[src/rtl/cache_fill_fsm_if.sv]
// Cache fill bus: pipeline miss request, main-memory read/return and
// data/tag array write ports of the cache fill controller.
// master = fill controller side, slave = pipeline/memory/array side.
interface cache_fill_fsm_if;
  logic        miss_detected;
  logic [15:0] miss_address;
  logic        memory_data_valid;
  logic [15:0] memory_data;
  logic        fsm_busy;
  logic        memory_read;
  logic [15:0] memory_address;
  logic        write_data_array;
  logic [15:0] fill_addr;
  logic [15:0] fill_data;
  logic        write_tag_array;

  modport master (
    input  miss_detected, miss_address, memory_data_valid, memory_data,
    output fsm_busy, memory_read, memory_address, write_data_array,
           fill_addr, fill_data, write_tag_array
  );

  modport slave (
    output miss_detected, miss_address, memory_data_valid, memory_data,
    input  fsm_busy, memory_read, memory_address, write_data_array,
           fill_addr, fill_data, write_tag_array
  );
endinterface

[src/rtl/cache_fill_fsm.sv]
// Cache block fill controller: on a miss, issues 8 back-to-back word reads
// for the 16-byte block and writes each returned word into the data array,
// strobing the tag array with the last word.
// Build option: FILL_CRITICAL_WORD_FIRST_EN starts the fetch at the missing
// word and wraps within the block; otherwise words are fetched 0..7.
module cache_fill_fsm (
  input  logic             clk,
  input  logic             rst,
  cache_fill_fsm_if.master bus
);

  typedef enum logic {IDLE, FILL} state_t;

  state_t      state, state_nxt;
  logic [11:0] blk;        // block number, address bits [15:4]
  logic [2:0]  start_idx;  // word index of the first fetched word
  logic [3:0]  issue_cnt;  // bit 3 = all 8 reads issued
  logic [3:0]  recv_cnt;
  logic [2:0]  issue_idx;
  logic [2:0]  recv_idx;
  logic        unused_addr_bits;

  assign unused_addr_bits = ^bus.miss_address[3:0];

  // Word indices wrap inside the block, so addresses never leave it.
  // Once all reads are out, the issue index sticks at the last word.
  always_comb begin
    issue_idx = start_idx + (issue_cnt[3] ? 3'd7 : issue_cnt[2:0]);
    recv_idx  = start_idx + recv_cnt[2:0];
  end

  // State register.
  always_ff @(posedge clk or posedge rst) begin
    if (rst) state <= IDLE;
    else     state <= state_nxt;
  end

  // Block latch and independent issue/receive counters.
  always_ff @(posedge clk or posedge rst) begin
    if (rst) begin
      blk       <= '0;
      start_idx <= '0;
      issue_cnt <= '0;
      recv_cnt  <= '0;
    end else if (state == IDLE) begin
      if (bus.miss_detected) begin
        blk <= bus.miss_address[15:4];
`ifdef FILL_CRITICAL_WORD_FIRST_EN
        start_idx <= bus.miss_address[3:1];
`else
        start_idx <= '0;
`endif
        issue_cnt <= '0;
        recv_cnt  <= '0;
      end
    end else begin
      if (!issue_cnt[3])          issue_cnt <= issue_cnt + 4'd1;
      if (bus.memory_data_valid)  recv_cnt  <= recv_cnt + 4'd1;
    end
  end

  // Next state and all outputs; everything is zero outside FILL.
  always_comb begin
    state_nxt            = state;
    bus.fsm_busy         = 1'b0;
    bus.memory_read      = 1'b0;
    bus.memory_address   = '0;
    bus.write_data_array = 1'b0;
    bus.fill_addr        = '0;
    bus.fill_data        = '0;
    bus.write_tag_array  = 1'b0;
    case (state)
      IDLE: begin
        if (bus.miss_detected) state_nxt = FILL;
      end
      FILL: begin
        bus.fsm_busy       = 1'b1;
        bus.memory_read    = !issue_cnt[3];
        bus.memory_address = {blk, issue_idx, 1'b0};
        if (bus.memory_data_valid) begin
          bus.write_data_array = 1'b1;
          bus.fill_addr        = {blk, recv_idx, 1'b0};
          bus.fill_data        = bus.memory_data;
          if (recv_cnt == 4'd7) begin
            bus.write_tag_array = 1'b1;
            state_nxt           = IDLE;
          end
        end
      end
      default: state_nxt = IDLE;
    endcase
  end

endmodule

[src/flat_wrapper.sv]
// flat-port wrapper written by rule: the top's interface ports become plain ports
module cache_fill_fsm_flat 
  (clk, rst, bus_miss_detected, bus_miss_address, bus_memory_data_valid, bus_memory_data, bus_fsm_busy, bus_memory_read, bus_memory_address, bus_write_data_array, bus_fill_addr, bus_fill_data, bus_write_tag_array);
  cache_fill_fsm_if bus_i ();
  input  logic clk;
  input  logic rst;
  input wire logic [$bits(bus_i.miss_detected)-1:0] bus_miss_detected;
  input wire logic [$bits(bus_i.miss_address)-1:0] bus_miss_address;
  input wire logic [$bits(bus_i.memory_data_valid)-1:0] bus_memory_data_valid;
  input wire logic [$bits(bus_i.memory_data)-1:0] bus_memory_data;
  output wire logic [$bits(bus_i.fsm_busy)-1:0] bus_fsm_busy;
  output wire logic [$bits(bus_i.memory_read)-1:0] bus_memory_read;
  output wire logic [$bits(bus_i.memory_address)-1:0] bus_memory_address;
  output wire logic [$bits(bus_i.write_data_array)-1:0] bus_write_data_array;
  output wire logic [$bits(bus_i.fill_addr)-1:0] bus_fill_addr;
  output wire logic [$bits(bus_i.fill_data)-1:0] bus_fill_data;
  output wire logic [$bits(bus_i.write_tag_array)-1:0] bus_write_tag_array;
  assign bus_i.miss_detected = bus_miss_detected;
  assign bus_i.miss_address = bus_miss_address;
  assign bus_i.memory_data_valid = bus_memory_data_valid;
  assign bus_i.memory_data = bus_memory_data;
  assign bus_fsm_busy = bus_i.fsm_busy;
  assign bus_memory_read = bus_i.memory_read;
  assign bus_memory_address = bus_i.memory_address;
  assign bus_write_data_array = bus_i.write_data_array;
  assign bus_fill_addr = bus_i.fill_addr;
  assign bus_fill_data = bus_i.fill_data;
  assign bus_write_tag_array = bus_i.write_tag_array;
  cache_fill_fsm u_core (.clk(clk), .rst(rst), .bus(bus_i));
endmodule
[config.mk]
export PLATFORM = sky130hd
export DESIGN_NAME = cache_fill_fsm_flat
export DESIGN_NICKNAME = d
export VERILOG_FILES = /design/src/rtl/cache_fill_fsm_if.sv /design/src/rtl/cache_fill_fsm.sv /design/src/flat_wrapper.sv
export SDC_FILE = /design/constraint.sdc
export NUM_CORES = 1
export LEC_CHECK = 0
export CAP_MARGIN = 20
export CORE_MARGIN = 2
export CORE_UTILIZATION = 35
export DETAILED_ROUTE_END_ITERATION = 8
export PLACE_DENSITY = 0.91
export SLEW_MARGIN = 0
export SYNTH_ARGS = -nofsm -noshare
export SYNTH_HDL_FRONTEND = slang
export SYNTH_SLANG_ARGS = --single-unit
[constraint.sdc]
create_clock -name clk -period 2 [get_ports clk]
set_input_delay 0.3 -clock clk [delete_from_list [all_inputs] [get_ports clk]]
set_output_delay 0.3 -clock clk [all_outputs]
set_load 0.01 [all_outputs]
==> out/summary.txt <==
met1 WL = 1.52 mm
DP Area = 0.00213 mm^2
crit-path max FO = 15
placed cells = 276
Max Clock Skew = 9.97 ps
post-synthesis sequential area ratio = 41.8%
Avg WL per Cell = 12.4 um
core area = 0.00339 mm^2
Final WS setup = 31.2 ps
DRC = 0
Starting Density = 37.1%
share of cells above drive strength 1 = 8.97%
peak supply drop = 0.613 mV
period utilization = 98.4%
area of the mapped netlist = 0.00126 mm^2
clock power share = 8.6%
DRT Pass-1 Iters = 5
total routed wirelength = 3.47 mm
design area = 0.00219 mm^2
sw frac = 36.0%
Synth area leader = dfrtp_1
combinational share of power = 58.5%
Vias/cell = 4.59
Fin Setup TNS = 0 ps
number of global-route vias before repair = 1288
# Post-CTS Setup Buffers = 0
Setup CP Type = register to primary output
largest net degree at the start of global routing = 22
WL met3 = 149 um
H-tree depth = 1
HP Class = input pin to async pin
Peak Freq = 508 MHz
status = completed
Root Driver = clkbuf_4
num rows = 21
IO buf count = 81
r2r setup slk = 490 ps
met2 wire length = 1.76 mm
highest metal used = met4
Worst setup EP type = primary output
r2r worst-path depth = 4
Remaining Overflow, GRT = 0
CP startpoint kind = register
Area contributors post-synth = dfrtp_1 (42%), and3_1 (15%), nand2_1 (13%)
Die Ht = 63.9 um
area growth from synthesis to layout = 74.0%
Syn. warnings = 0
Hold Buf Count CTS = 0
RR Startpoint = u_core.state$_DFF_PP0_
MaxCap Viol Count = 0
Critical Path RT = 1700 ps
Syn Area/Cell = 8.33 um^2
Sequential Power Share = 32.9%
clock buffer count from CTS = 3
max_slew headroom = 60.0%
RSZ-0062 raised after global routing = true
Final Non-Filler Cells = 280
Ant. Diodes = 0
initial antenna violation count = 0
first-pass GRT wire length = 5.91 mm
Die X-Extent = 63.9 um
P_leak = 1.15 nW
GPL Wtd Cong = 0.745
Power Total = 0.00244 W
min cycle time layout = 1970 ps
Vias = 1285
pre-CTS setup slack = -57.5 ps
Worst-Margin Slew = 600 ps
dpl hpwl = 2.68 mm
FF-to-FF End = u_core.issue_cnt[1]$_DFFE_PP0P_
Synth Instances = 151
Final setup violation count = 0
GRT Total Usage = 18.0%
Longest Clk Path Bufs = 2
P_int = 0.00156 W
CTS sink cnt = 21
DR iter-0 viols = 57
worst-skew pair later-pin latency = 310 ps
PD cells = 1110 mW/mm^2
count of cell types in the netlist = 28
Synth Register Bits = 21
post-route ant nets = 0
Worst EP arrival = 1670 ps
Psw = 0.000878 W
Worst-path clk slew = 120 ps
die area = 0.00409 mm^2
Synth top area share = 41.8%
I/O pin total = 88
Final Hold Fails = 0
CTS tree = built
Pins Over Slew Limit = 0
nets = 273
==> timing repair <==
item	in CTS	in global routing
endpoints found under the setup margin	35	38
resized for setup	4	11
gates cloned	0	0
==> registers in the layout, indices dropped and copies added (netlist names) <==
signal	flops
u_core.blk	12
u_core.issue_cnt	4
u_core.recv_cnt	4
u_core.state	1
==> placed cells by master (no fill, tap or decap), types with 3 or more instances in the layout <==
cell type and count:
clkdlybuf4s50_1 72, nand2_1 42, and3_1 30, dfrtp_1 20
and2_1 12, dlymetal6s2s_1 7, buf_4 7, nor2_1 5
o21ai_0 4, buf_6 4, o21a_1 3, clkbuf_4 3
==> area by class of cell <==
cell class                 instances  area [um^2]
timing repair buffer              92          923
clock inverter                     1         5.00
multi-input combinational        116          649
clock buffer                       3         22.5
inverter                           1         3.75
sequential                        21          527
fill                             303         1200
tap                               46         57.6
==> critical path: stages (launching register included) <==
cell and delay [ps]:
dfrtp_2 480, buf_6 180, and3_1 170, clkdlybuf4s50_1 540
==> kinds of logic (layout without fill, tap and decap cells) <==
group | Yosys count | count (layout) | synth area share (%)
and+or+nand+nor | 100 | 100 | 41.9
DFF | 21 | 21 | 41.8
buffers and inverters | 15 | 97 | 7.06
AOI/OAI and AO/OA | 8 | 8 | 4.08
xor gates and xnor gates | 3 | 3 | 2.09
adders and majority gates | 2 | 2 | 1.99
other | 1 | 2 | 0.298
muxes | 1 | 1 | 0.796
==> cell usage after synthesis, drive strengths merged <==
library cell,number
dfrtp,21
nand3,3
conb,1
a41oi,1
and2,13
clkbuf,7
xnor2,2
nand2b,2
mux2i,1
and3b,1
nor2,5
and3,31
buf,7
nand3b,1
inv,1
nand2,42
nor2b,2
o21a,3
ha,2
xor2,1
o21ai,4
==> power groups by stage <==
stage          Sequential [W]  Clock [W]  Combinational, W
6_report             0.000801   0.000209           0.00143
3_5_place_dp         0.000804          0           0.00144
2_1_floorplan        0.000752          0          0.000725
5_1_grt              0.000839   0.000239           0.00157
4_1_cts              0.000798   0.000218           0.00144
3_3_place_gp         0.000791          0           0.00140
==> per-layer routing <==
| layer | vias up | global-route usage [%] |
|---|---|---|
| met5 | - | 0 |
| met2 | 32 | 30.9 |
| met4 | 0 | 5.71 |
| met3 | 6 | 3.70 |
| met1 | 592 | 22.5 |
| li1 | 655 | - |
==> worst max path at each step <==
| stage | end | startpoint | slack (ps) | cells past startpoint |
|---|---|---|---|---|
| after detailed placement | bus_write_tag_array | bus_memory_data_valid | -60 | 4 |
| after global routing | bus_fill_addr[15] | u_core.state$_DFF_PP0_ | -50 | 3 |
| after global placement | bus_write_tag_array | bus_memory_data_valid | -40 | 4 |
| final | bus_fill_addr[15] | u_core.state$_DFF_PP0_ | 30 | 3 |
| after CTS | bus_fill_addr[15] | u_core.state$_DFF_PP0_ | 0.08 | 3 |
| after floorplan | bus_write_tag_array | u_core.state$_DFF_PP0_ | 740 | 3 |
==> per-stage QoR <==
step | util (%) | hold WS [ps]
2_1_floorplan | - | 277
3_3_place_gp | 62.8 | 461
3_5_place_dp | 62.8 | 473
4_1_cts | 63.6 | 312
5_1_grt | 64.6 | 319
6_report | 64.6 | 300
(Power assumes the default switching activity.)
